`config.mk`:
```
export PLATFORM = sky130hd
export DESIGN_NAME = panel_switch_conditioner
export DESIGN_NICKNAME = d
export VERILOG_FILES = /design/src/rtl/panel_switch_conditioner_pkg.sv /design/src/rtl/panel_switch_conditioner_debounce.sv /design/src/rtl/panel_switch_conditioner.sv
export SDC_FILE = /design/constraint.sdc
export NUM_CORES = 1
export LEC_CHECK = 0
export BUFFER_PORTS_ARGS = -buffer_cell sky130_fd_sc_hd__buf_4
export CORE_UTILIZATION = 65
export DETAILED_ROUTE_END_ITERATION = 8
export MAX_ROUTING_LAYER = met4
export PLACE_DENSITY = 0.84
export SYNTH_ARGS = -nofsm -noshare
export SYNTH_HDL_FRONTEND = slang
export SYNTH_SLANG_ARGS = --single-unit
```
`constraint.sdc`:
```
create_clock -name clk -period 15.4 [get_ports clk]
set_clock_uncertainty 0.15 [all_clocks]
set_input_delay 2.31 -clock clk [delete_from_list [all_inputs] [get_ports clk]]
set_output_delay 2.31 -clock clk [all_outputs]
set_load 0.01 [all_outputs]
```
`src/rtl/panel_switch_conditioner_pkg.sv`:
```
// Shared definitions for the front-panel switch conditioner.
// Holds the debouncer state encoding, the switch index map, the run-interlock
// mask and the pulse priority order, plus the priority-grant helper.
package panel_switch_conditioner_pkg;

  typedef enum logic [2:0] {
    ST_LOCKOUT      = 3'd0,
    ST_IDLE         = 3'd1,
    ST_PRESS_WAIT   = 3'd2,
    ST_HELD         = 3'd3,
    ST_RELEASE_WAIT = 3'd4
  } deb_state_t;

  localparam int unsigned NUM_KEYS = 6;  // momentary keys, indices 0..5
  localparam int unsigned NUM_SW   = 8;  // keys plus the two level switches

  localparam int unsigned SW_ADDR_LOAD = 0;
  localparam int unsigned SW_DEP       = 1;
  localparam int unsigned SW_EXAM      = 2;
  localparam int unsigned SW_CONT      = 3;
  localparam int unsigned SW_EXTD_ADDR = 4;
  localparam int unsigned SW_CLEAR     = 5;
  localparam int unsigned SW_HALT      = 6;
  localparam int unsigned SW_SING_STEP = 7;

  // Keys blocked while the processor runs; CONT is the only one left live.
  localparam logic [NUM_KEYS-1:0] INTERLOCK_MASK = 6'b110111;

  // Highest priority first.
  localparam logic [2:0] PRIO_ORDER [NUM_KEYS] = '{
    3'(SW_CLEAR), 3'(SW_CONT), 3'(SW_ADDR_LOAD),
    3'(SW_EXTD_ADDR), 3'(SW_DEP), 3'(SW_EXAM)
  };

  // One-hot grant of the highest-priority request; lower requests are dropped.
  function automatic logic [NUM_KEYS-1:0] prio_grant(input logic [NUM_KEYS-1:0] req);
    logic [NUM_KEYS-1:0] grant;
    logic                taken;
    grant = '0;
    taken = 1'b0;
    for (int i = 0; i < NUM_KEYS; i++) begin
      if (!taken && req[PRIO_ORDER[i]]) begin
        grant[PRIO_ORDER[i]] = 1'b1;
        taken                = 1'b1;
      end
    end
    return grant;
  endfunction

endpackage

```
`src/rtl/panel_switch_conditioner_debounce.sv`:
```
// Single-switch conditioner: 2-flop synchroniser followed by a debounce FSM.
// Ports:
//   clk, reset  clock and asynchronous active-high reset
//   raw_n       raw active-low switch pin (0 = pressed)
//   level       1 while debounced pressed (HELD or RELEASE_WAIT)
//   rise        one-clk pulse in the cycle after the FSM enters HELD
//   held        1 while the FSM is in HELD
//   lockout     1 while the FSM is in LOCKOUT (from reset until a stable release)
module panel_switch_conditioner_debounce
  import panel_switch_conditioner_pkg::*;
#(
  parameter int unsigned DEBOUNCE_CYCLES = 12000
) (
  input  logic clk,
  input  logic reset,
  input  logic raw_n,
  output logic level,
  output logic rise,
  output logic held,
  output logic lockout
);

  localparam int unsigned CW = $clog2(DEBOUNCE_CYCLES + 1);
  localparam logic [CW-1:0] LAST = CW'(DEBOUNCE_CYCLES - 1);
  localparam logic [CW-1:0] FULL = CW'(DEBOUNCE_CYCLES);

  logic          sync1;
  logic          sync2;
  logic          pressed;
  deb_state_t    state;
  logic [CW-1:0] count;

  assign pressed = ~sync2;

  // Synchroniser resets to "pressed" so LOCKOUT only ever sees genuine releases.
  always_ff @(posedge clk or posedge reset) begin
    if (reset) begin
      sync1 <= 1'b0;
      sync2 <= 1'b0;
    end else begin
      sync1 <= raw_n;
      sync2 <= sync1;
    end
  end

  // Debounce FSM; count tracks consecutive stable samples and stops at FULL.
  always_ff @(posedge clk or posedge reset) begin
    if (reset) begin
      state   <= ST_LOCKOUT;
      count   <= '0;
      level   <= 1'b0;
      rise    <= 1'b0;
      held    <= 1'b0;
      lockout <= 1'b1;
    end else begin
      rise <= 1'b0;
      case (state)
        ST_LOCKOUT: begin
          if (pressed) begin
            count <= '0;
          end else if (count >= LAST) begin
            state   <= ST_IDLE;
            count   <= '0;
            lockout <= 1'b0;
          end else begin
            count <= count + CW'(1);
          end
        end
        ST_IDLE: begin
          if (pressed) begin
            state <= ST_PRESS_WAIT;
            count <= CW'(1);
          end
        end
        ST_PRESS_WAIT: begin
          if (!pressed) begin
            state <= ST_IDLE;
            count <= '0;
          end else if (count >= LAST) begin
            state <= ST_HELD;
            count <= FULL;
            level <= 1'b1;
            held  <= 1'b1;
            rise  <= 1'b1;
          end else begin
            count <= count + CW'(1);
          end
        end
        ST_HELD: begin
          if (!pressed) begin
            state <= ST_RELEASE_WAIT;
            count <= CW'(1);
            held  <= 1'b0;
          end
        end
        ST_RELEASE_WAIT: begin
          // A bounce back to pressed resumes the same press; no new rise.
          if (pressed) begin
            state <= ST_HELD;
            count <= FULL;
            held  <= 1'b1;
          end else if (count >= LAST) begin
            state <= ST_IDLE;
            count <= '0;
            level <= 1'b0;
          end else begin
            count <= count + CW'(1);
          end
        end
        default: begin
          state   <= ST_LOCKOUT;
          count   <= '0;
          level   <= 1'b0;
          held    <= 1'b0;
          lockout <= 1'b1;
        end
      endcase
    end
  end

endmodule

```
`src/rtl/panel_switch_conditioner.sv`:
```
// Front-panel switch conditioner for the PDP8e core.
// Debounces the six momentary keys into single-clk pulses (with run interlock
// and fixed priority), debounces HALT / SING STEP into levels and
// double-flop synchronises the switch register and display select.
// Optional feature macro: PANEL_REPEAT_EN enables DEP/EXAM auto-repeat.
// Ports:
//   clk, reset                         clock, asynchronous active-high reset
//   addr_loadn..clearn                 raw momentary keys, 0 = pressed
//   haltn, single_stepn                raw level switches, 0 = on
//   sr_in[0:11], dsel_in[0:5]          raw switch register / display select
//   run                                core run flag
//   addr_load_p..clear_p               one-clk press pulses
//   halt, single_step                  debounced levels, 1 = on
//   sr[0:11], dsel[0:5]                synchronised sr_in / dsel_in
module panel_switch_conditioner
  import panel_switch_conditioner_pkg::*;
#(
  parameter int unsigned DEBOUNCE_CYCLES = 12000,
  parameter int unsigned REPEAT_DELAY    = 6000000,
  parameter int unsigned REPEAT_PERIOD   = 1200000
) (
  input  logic        clk,
  input  logic        reset,
  input  logic        addr_loadn,
  input  logic        depn,
  input  logic        examn,
  input  logic        contn,
  input  logic        extd_addrn,
  input  logic        clearn,
  input  logic        haltn,
  input  logic        single_stepn,
  input  logic [0:11] sr_in,
  input  logic [0:5]  dsel_in,
  input  logic        run,
  output logic        addr_load_p,
  output logic        dep_p,
  output logic        exam_p,
  output logic        cont_p,
  output logic        extd_addr_p,
  output logic        clear_p,
  output logic        halt,
  output logic        single_step,
  output logic [0:11] sr,
  output logic [0:5]  dsel
);

  logic [NUM_SW-1:0]   raw_n;
  logic [NUM_SW-1:0]   lvl;
  logic [NUM_SW-1:0]   rise;
  logic [NUM_SW-1:0]   held;
  logic [NUM_SW-1:0]   lockout;
  logic [NUM_KEYS-1:0] rpt_c;
  logic [NUM_KEYS-1:0] req_c;
  logic [NUM_KEYS-1:0] grant_c;
  logic [NUM_KEYS-1:0] pulse_q;
  logic [0:11]         sr_meta;
  logic [0:5]          dsel_meta;

  assign raw_n[SW_ADDR_LOAD] = addr_loadn;
  assign raw_n[SW_DEP]       = depn;
  assign raw_n[SW_EXAM]      = examn;
  assign raw_n[SW_CONT]      = contn;
  assign raw_n[SW_EXTD_ADDR] = extd_addrn;
  assign raw_n[SW_CLEAR]     = clearn;
  assign raw_n[SW_HALT]      = haltn;
  assign raw_n[SW_SING_STEP] = single_stepn;

  // One debouncer per switch.
  for (genvar i = 0; i < NUM_SW; i++) begin : g_deb
    panel_switch_conditioner_debounce #(
      .DEBOUNCE_CYCLES(DEBOUNCE_CYCLES)
    ) u_deb (
      .clk    (clk),
      .reset  (reset),
      .raw_n  (raw_n[i]),
      .level  (lvl[i]),
      .rise   (rise[i]),
      .held   (held[i]),
      .lockout(lockout[i])
    );
  end

`ifdef PANEL_REPEAT_EN
  localparam int unsigned RPT_MAX = (REPEAT_DELAY > REPEAT_PERIOD) ? REPEAT_DELAY : REPEAT_PERIOD;
  localparam int unsigned RW      = $clog2(RPT_MAX + 1);

  logic [1:0] rpt2_c;

  // Auto-repeat timers for DEP (j=0) and EXAM (j=1); frozen in RELEASE_WAIT.
  for (genvar j = 0; j < 2; j++) begin : g_rpt
    localparam int unsigned KEY = (j == 0) ? SW_DEP : SW_EXAM;

    logic [RW-1:0] cnt;
    logic          first;
    logic [RW-1:0] target_c;

    assign target_c  = first ? RW'(REPEAT_DELAY) : RW'(REPEAT_PERIOD);
    assign rpt2_c[j] = held[KEY] && (cnt == target_c);

    always_ff @(posedge clk or posedge reset) begin
      if (reset) begin
        cnt   <= '0;
        first <= 1'b1;
      end else if (!lvl[KEY]) begin
        cnt   <= '0;
        first <= 1'b1;
      end else if (held[KEY]) begin
        if (rpt2_c[j]) begin
          cnt   <= RW'(1);
          first <= 1'b0;
        end else begin
          cnt <= cnt + RW'(1);
        end
      end
    end
  end

  always_comb begin
    rpt_c          = '0;
    rpt_c[SW_DEP]  = rpt2_c[0];
    rpt_c[SW_EXAM] = rpt2_c[1];
  end
`else
  assign rpt_c = '0;

  logic unused_cfg;
  assign unused_cfg = ^{32'(REPEAT_DELAY), 32'(REPEAT_PERIOD)};
`endif

  // Interlock first, then priority: a suppressed key never blocks a live one.
  always_comb begin
    req_c   = (rise[NUM_KEYS-1:0] | rpt_c) & ~(run ? INTERLOCK_MASK : '0);
    grant_c = prio_grant(req_c);
  end

  // Registered outputs; halt stays forced on until its debouncer leaves LOCKOUT.
  always_ff @(posedge clk or posedge reset) begin
    if (reset) begin
      pulse_q     <= '0;
      halt        <= 1'b1;
      single_step <= 1'b0;
      sr_meta     <= '0;
      sr          <= '0;
      dsel_meta   <= '0;
      dsel        <= '0;
    end else begin
      pulse_q     <= grant_c;
      halt        <= lvl[SW_HALT] | lockout[SW_HALT];
      single_step <= lvl[SW_SING_STEP];
      sr_meta     <= sr_in;
      sr          <= sr_meta;
      dsel_meta   <= dsel_in;
      dsel        <= dsel_meta;
    end
  end

  assign addr_load_p = pulse_q[SW_ADDR_LOAD];
  assign dep_p       = pulse_q[SW_DEP];
  assign exam_p      = pulse_q[SW_EXAM];
  assign cont_p      = pulse_q[SW_CONT];
  assign extd_addr_p = pulse_q[SW_EXTD_ADDR];
  assign clear_p     = pulse_q[SW_CLEAR];

  logic unused_sigs;
  assign unused_sigs = ^{lvl[NUM_KEYS-1:0], rise[NUM_SW-1:NUM_KEYS], held,
                         lockout[SW_SING_STEP], lockout[NUM_KEYS-1:0]};

endmodule

```
# After elaboration in Yosys (flattened, before gate mapping)
# Cells that the tools add are included.
# totals
ff_bits,205
inputBits,29
# op_classes
addsub,8
n_lt_le_gt_ge,8
eq_ne,73
mux,168
bitwise_logic,6
n_reduce_logical,40
# op_table
op,count
14-bit 2-to-1 mux,56
14-bit case mux with 5 select lines,8
3-bit 2-to-1 mux,56
3-bit case mux with 5 select lines,8
"14-bit by 1-bit adder with 14-bit output, second input constant",8
"14-bit greater-or-equal comparator, second input constant",8
"3-bit by 2-bit equality test with 1-bit output, second input constant",16
"2-bit by 1-bit inequality test with 1-bit output, second input constant",23
1-bit 2-to-1 mux,36
4-bit AND reduction,8
"3-bit by 1-bit equality test with 1-bit output, second input constant",8
"3-bit equality test, second input constant",8
3-bit zero test,8
"3-bit by 1-bit inequality test with 1-bit output, second input constant",8
"2-bit inequality test, second input constant",10
2-bit AND reduction,8
5-bit AND reduction,2
6-bit bitwise AND,1
6-bit 2-to-1 mux,1
6-bit inverter,1
1-bit case mux with 3 select lines,2
3-bit OR reduction,2
1-bit logical AND,5
1-bit zero test,5
other kinds (5),7

# Longest topological paths before layout
# Gate-level depths: netlist of the first run.
# logic_depth
depth_word,19
ltp_mapped,9
ltp_nobuf,7

# Cells and area by module
# From an unflattened synthesis of the first run, not the netlist that was laid out.
# hier_totals
cells_unflattened,1243
hier_area_um2,12345.6
# modules_own_cells
mod,instances,cells_each,area_each_um2
panel_switch_conditioner_debounce (g_deb[0].u_deb ...),6,150,1422.6
panel_switch_conditioner_debounce (g_deb[7].u_deb),1,146,1345.0
panel_switch_conditioner_debounce (g_deb[6].u_deb),1,143,1290.0
panel_switch_conditioner,1,54,1174.9

# Worst setup path after synthesis of the first run
# No wires, ideal clock.
# synth_path
kind,input to register
from,input run
to,register pulse_q[2]
setup_ps,105
arrival_time_ps,3108
t_required_ps,15145
path_slack_ps,12037
cell_stages,2
cell_sequence,or4_1 > nor4b_1
# synth_via
elab_chain_len,19
# synth_rtl
element,line,rtl
start: declaration,panel_switch_conditioner.sv:34,"input logic run,"
6-bit 2-to-1 mux (*),panel_switch_conditioner.sv:132,req_c = (rise[NUM_KEYS-1:0] | rpt_c) & ~(run ? INTERLOCK_MASK : '0);
6-bit inverter (*),panel_switch_conditioner.sv:132,
6-bit bitwise AND (*),panel_switch_conditioner.sv:132,
1-bit 2-to-1 mux,panel_switch_conditioner_pkg.sv:42,if (!taken && req[PRIO_ORDER[i]]) begin
1-bit zero test,panel_switch_conditioner_pkg.sv:42,
1-bit logical AND,panel_switch_conditioner_pkg.sv:42,
1-bit 2-to-1 mux,panel_switch_conditioner_pkg.sv:42,
1-bit zero test,panel_switch_conditioner_pkg.sv:42,
[4 not listed],n/a,
1-bit 2-to-1 mux,panel_switch_conditioner_pkg.sv:42,
1-bit zero test,panel_switch_conditioner_pkg.sv:42,
1-bit logical AND,panel_switch_conditioner_pkg.sv:42,
1-bit 2-to-1 mux,panel_switch_conditioner_pkg.sv:42,
1-bit zero test,panel_switch_conditioner_pkg.sv:42,
1-bit logical AND (*),panel_switch_conditioner_pkg.sv:42,
1-bit 2-to-1 mux (*),panel_switch_conditioner_pkg.sv:42,
net grant_c[2],panel_switch_conditioner.sv:54,logic [NUM_KEYS-1:0] grant_c;
end signal: assignment,panel_switch_conditioner.sv:147,pulse_q <= grant_c;
end: declaration,panel_switch_conditioner.sv:55,logic [NUM_KEYS-1:0] pulse_q;
# The timed path passes the listed nets; every way through them passes the cells marked *.
# A chain may end at the register's enable or synchronous reset.

==> results.yml, run 1 <==
status:
  run_status: "finished clean"
place:
  port-buffer-count: 54
  placedCellCount: 1373
  dpl_cell_area_mm2: 0.0112
  gp_congestion: 0.919
  dpl.hpwl_um: 14600
synth:
  synth_cells: 1163
  yosysTopAreaCellShare: 0.472
  synth-edff-count: 0
  yosys-top-cells-area: "dfrtp_1 47%, o21ai_0 4.4%, nand2_1 4.1%, nand3_1 3.2%, nor2_1 3.1%"
  syn_area_per_cell_um2: 9.24
  synth.cells.most_frequent: "203 x dfrtp_1, 117 x nand2_1, 95 x o21ai_0, 88 x nor2_1, 68 x nand3_1"
  syn-cell-area_mm2: 0.0108
  synthArstFlopShare: 1.00
  yosysSeqAreaShare: 0.477
  yosys_warnings: 0
  syn-num-nets: 1200
  synth_top_cell_by_area: "dfrtp_1"
  synth_ff_type: "dfrtp_1"
  ys_seq_elements: 205
  synth.most_common_cell: "dfrtp_1"
  yosysUniqueCellTypes: 81
power:
  p_seq_frac: 0.450
  powerDensity_mw_per_mm2: 134
  p_leak_nw: 5.11
  peakVddDrop_v: 0.000109
  clkPwrFrac: 0.325
  power.internal_w: 0.00107
  combPwrFrac: 0.225
  power_switching_w: 0.000532
  swShare: 0.332
routing:
  wl_per_cell_um: 15.8
  vias: 9061
  drcViolationCount: 0
  routed_wl_um: 22400
  drt_iter0_markers: 609
  drtAntennaViolNets: 0
  first_pass_iters: 5
  vias_per_cell: 6.41
flow_run:
  max_cap_viol_count: 0
die:
  die_h_um: 131
  start_util: 0.672
  die-area_mm2: 0.0171
  io_pins: 55
  rows: 46
  die_w_um: 131
  core-area_mm2: 0.0160
clocking:
  clk_pin_slew_ns: 0.06
  cts-root-buf: "clkbuf_16"
  cts_tree: "done"
  clock-sinks: 205
  cts_buffers: 23
  hold_buffers: 0
  htree_levels: 1
  post_cts_resized: 0
  clk_path_buf_depth: 3
  clk-insertion-delay-late_ns: 0.50
  cts_setup_buffers: 0
cells_and_area:
  fin_area_mm2: 0.0119
  antennaDiodeCount: 0
  instances_no_fill: 1413
  drive_above_1_share: 0.0977
  fill_cells: 1189
  nNetsFinal: 1219
  syn_to_final_growth_pct: 10.7
sta:
  min_period_ns: 3.59
  hold_violations: 0
  clock.fmax_mhz: 278
  finalSetupTns_ns: 0
  relSlewSlack: 0.230
  rsz0062_at_grt: "no"
  maxSlewViolCount: 0
  setup_viol: 0
  timing.final.crit_share: 0.233
  worstMarginPinSlew_ns: 1.15
worst_setup_path:
  critPathMaxFanout: 132
  worst_ep_required_time_ns: 15.75
  crit_path_end_kind: "async pin"
  cp.arrival_ns: 3.95
  path_class: "primary input to async pin"
  crit_path_start_kind: "primary input"
global_routing:
  gr-total-overflow: 0
  antenna_found_initial: 0
  grt_pass1_vias: 8165
  grt_pass1_wl_um: 37600
  grt_max_degree: 133
  track_usage: 0.277
worst_hold_path:
  hold_path.class: "flop to flop"
-- logic make-up after synthesis --
| group | share of synthesized area |
|---|---|
| AO/OA/AOI/OAI | 0.228 |
| XOR/XNOR | 0.0187 |
| adder cells (fa/ha/maj) | 0.0102 |
| buffers and inverters | 0.0326 |
| flip-flops | 0.477 |
| multiplexers | 0.00303 |
| AND/OR/NAND/NOR | 0.230 |
-- worst max-delay path, cell delays in order --
cell	delay (ns)
buf_4	0.13
inv_8	0.58
buf_4	0.81
-- placed cells by master (no fill, tap or decap), types with 9 or more instances in the layout --
cell / netlist / final
nor3b_1: 14 / 14
nand3_1: 68 / 68
nor2_1: 88 / 88
nand2_1: 117 / 117
and2_1: 21 / 21
o21a_1: 10 / 10
or3_1: 13 / 13
o211ai_1: 18 / 18
o311ai_0: 26 / 26
a21oi_1: 55 / 55
nor2b_1: 17 / 17
clkbuf_16: 0 / 23
a31oi_1: 24 / 24
nor3_1: 32 / 32
and3_1: 25 / 25
dfrtp_1: 203 / 203
and4_1: 10 / 10
inv_1: 24 / 23
nand2b_1: 21 / 21
xnor2_1: 9 / 9
xor2_1: 14 / 14
a21o_1: 13 / 13
nand4_1: 22 / 22
buf_4: 1 / 55
o21ai_0: 95 / 95
-- layout make-up --
class | count | area, um2 | share of cell area
clock buffers | 35 | 671 | 0.0563
clock inverters | 5 | 52.6 | 0.00441
inverters | 24 | 97.6 | 0.00820
multi-input cells | 873 | 5270 | 0.443
flip-flops and latches | 205 | 5130 | 0.431
well taps | 216 | 270 | 0.0227
repair buffers | 55 | 413 | 0.0347
-- flip-flops by register name, summed over array words and instances, names as in the netlist, 2 cells and up --
signal / flops
g_deb.u_deb.count: 112
g_deb.u_deb.state: 24
sr: 12
sr_meta: 12
g_deb.u_deb.sync1: 8
g_deb.u_deb.sync2: 8
dsel: 6
dsel_meta: 6
g_deb.u_deb.rise: 6
pulse_q: 6
g_deb.u_deb.level: 2
-- through the flow --
| stage | power, W | setup slack [ns] | utilization | hold slack (ns) |
|---|---|---|---|---|
| after floorplan | 0.000993 | 7.35 | - | 0.181 |
| after global placement | 0.00106 | 11.21 | 0.699 | 0.181 |
| after detailed placement | 0.00108 | 11.20 | 0.699 | 0.186 |
| after CTS | 0.00160 | 11.72 | 0.744 | 0.197 |
| after global routing | 0.00170 | 11.46 | 0.744 | 0.199 |
| final | 0.00160 | 11.81 | 0.744 | 0.196 |
-- layer usage --
layer / part of all wire / global-route usage
met2: 0.47 / 0.430
met1: 0.46 / 0.378
met3: 0.042 / 0.0346
met4: 0.028 / 0.100
met5: 0 / -
-- power by group through the flow --
stage | registers (W) | clock network (W) | logic (W)
6_report | 0.000720 | 0.000521 | 0.000360
5_1_grt | 0.000735 | 0.000551 | 0.000409
4_1_cts | 0.000716 | 0.000529 | 0.000360
3_5_place_dp | 0.000725 | 0 | 0.000356
3_3_place_gp | 0.000721 | 0 | 0.000342
2_1_floorplan | 0.000668 | 0 | 0.000325
-- path summary, 6_finish.rpt --
kind	start	to	slack [ns]	cells past startpoint
setup / recovery	reset	g_deb[6].u_deb.level	11.81	3
hold / removal	sr_meta[1]	sr[1]	0.20	0
setup reg to reg	g_deb[7].u_deb.state[1]	g_deb[7].u_deb.count[12]	12.81	5
hold reg to reg	sr_meta[1]	sr[1]	0.20	0
max in group clk	halt	halt	11.83	1
min in group asynchronous	reset	g_deb[0].u_deb.sync1	1.85	2
No activity file was read; power rests on OpenSTA's default activity.
==> run 2, diff against run 1 <==
--- a/config.mk
+++ b/config.mk
@@ -6,10 +6,10 @@
 export NUM_CORES = 1
 export LEC_CHECK = 0
 export BUFFER_PORTS_ARGS = -buffer_cell sky130_fd_sc_hd__buf_4
-export CORE_UTILIZATION = 65
+export CORE_UTILIZATION = 62
 export DETAILED_ROUTE_END_ITERATION = 8
 export MAX_ROUTING_LAYER = met4
-export PLACE_DENSITY = 0.84
+export PLACE_DENSITY = 0.81
 export SYNTH_ARGS = -nofsm -noshare
 export SYNTH_HDL_FRONTEND = slang
 export SYNTH_SLANG_ARGS = --single-unit
==> constraint.sdc (replaced) <==
create_clock -name clk -period 3.7 [get_ports clk]
set_clock_uncertainty 0.15 [all_clocks]
set_input_delay 0.555 -clock clk [delete_from_list [all_inputs] [get_ports clk]]
set_output_delay 0.555 -clock clk [all_outputs]
set_load 0.01 [all_outputs]
==> results.yml, run 2 (synthesis results as in run 1) <==
cells_and_area:
  top_regs: "g_deb.u_deb.count (112), g_deb.u_deb.state (24)"
  finish.utilization: 0.733
  fin_area_mm2: 0.0123
  nNetsFinal: 1249
  regMostFlops: "g_deb.u_deb.count"
  fill_cells: 1208
  layout_commonest_cell: "dfrtp_1"
  final_cell_mix: "203 x dfrtp_1, 117 x nand2_1, 95 x o21ai_0"
  antennaDiodeCount: 0
  drive_above_1_share: 0.103
  largest_reg_flops: 112
  syn_to_final_growth_pct: 14.3
worst_setup_path:
  crit_path_start_kind: "flop"
  worst_ep_required_time_ns: 3.93
  r2r_start: "g_deb[3].u_deb.count[0]"
  path_class: "flop to flop"
  crit_path_end_kind: "flop"
  cp-startpoint: "g_deb[3].u_deb.count[0]"
  critPathMaxFanout: 14
  cp.arrival_ns: 2.86
sta:
  min_period_ns: 2.63
  clock.fmax_mhz: 380
  relSlewSlack: 0.386
  setup_viol: 0
  worstMarginPinSlew_ns: 0.918
  fin_ws_ns: 1.07
  finalSetupTns_ns: 0
  maxSlewViolCount: 0
  rsz0062_at_grt: "no"
  hold_ws_ns: 0.0189
  timing.final.crit_share: 0.711
  hold_violations: 0
worst_hold_path:
  worstHoldStart: "sr_in[5]"
  hold_path.class: "primary input to flop"
die:
  rows: 47
  die_w_um: 134
  die-area_mm2: 0.0179
  die_h_um: 134
  core-area_mm2: 0.0168
  io_pins: 55
  start_util: 0.642
power:
  p_leak_nw: 5.27
  peakVddDrop_v: 0.000540
  powerDensity_mw_per_mm2: 556
clocking:
  clk-insertion-delay-late_ns: 0.51
  cts_buffers: 23
  cts_setup_buffers: 0
  cts-root-buf: "clkbuf_16"
  htree_levels: 1
  cts_tree: "done"
  hold_buffers: 24
  clk_pin_slew_ns: 0.06
  post_cts_resized: 0
  clk_path_buf_depth: 3
  clock-sinks: 205
routing:
  routed_wl_um: 23200
  drcViolationCount: 0
  vias_per_cell: 6.36
  wl_per_cell_um: 16.0
  vias: 9217
  first_pass_iters: 5
  drtAntennaViolNets: 0
  drt_iter0_markers: 869
global_routing:
  grt_max_degree: 80
  gr-total-overflow: 0
  antenna_found_initial: 0
  grt_pass1_vias: 8615
  grt_pass1_wl_um: 40200
  track_usage: 0.277
place:
  gp_congestion: 0.876
  dp_slack_ns: 1.16
  dpl.hpwl_um: 15200
  dpl_cell_area_mm2: 0.0112
  port-buffer-count: 54
status:
  run_status: "finished clean"
flow_run:
  max_cap_viol_count: 0
## run 2: worst paths after layout
kind | end | slack, ns | cells after the start
worst min-delay path | sr_meta[5] | 0.02 | 1
max in group asynchronous | g_deb[3].u_deb.count[9] | 2.06 | 4
worst max-delay path | g_deb[3].u_deb.count[5] | 1.07 | 7
worst max register to register | g_deb[3].u_deb.count[5] | 1.07 | 7
min in group asynchronous | g_deb[6].u_deb.state[0] | 0.54 | 3
worst min register to register | sr[1] | 0.20 | 0
## run 2: critical path, stage by stage, from the launching register on
cell      delay, ns
dfrtp_1        0.41
ha_1           0.22
and4_1         0.29
o211ai_1       0.13
a211oi_2       0.71
o21ai_0        0.26
a21oi_1        0.24
nand2_1        0.08
## run 2: area by class of cell
| cell class | instances | area [um2] | area share |
|---|---|---|---|
| multi-input combinational | 873 | 5270 | 0.429 |
| clock inverter | 9 | 113 | 0.00917 |
| inverter | 24 | 93.8 | 0.00764 |
| clock buffer | 33 | 673 | 0.0548 |
| tap | 220 | 275 | 0.0224 |
| timing repair buffer | 85 | 728 | 0.0593 |
| sequential | 205 | 5130 | 0.418 |
## run 2: report_power, final
| group | switching, W | leakage [nW] | internal, W |
|---|---|---|---|
| Combinational | 0.000892 | 2.20 | 0.000643 |
| Clock | 0.000898 | 0.385 | 0.00141 |
| Sequential | 0.000469 | 2.69 | 0.00252 |
| Total | 0.00226 | 5.27 | 0.00458 |
## run 2: layer usage
metal	GRT usage	wire, um
met2	0.435	11100
met3	0.0327	1010
met5	-	0
met1	0.385	10600
met4	0.0713	438
## run 2: per-stage QoR
step	instances	power, W
2_1_floorplan	1163	0.00413
5_1_grt	1449	0.00724
3_3_place_gp	1381	0.00445
4_1_cts	1447	0.00687
6_report	1449	0.00684
3_5_place_dp	1381	0.00451
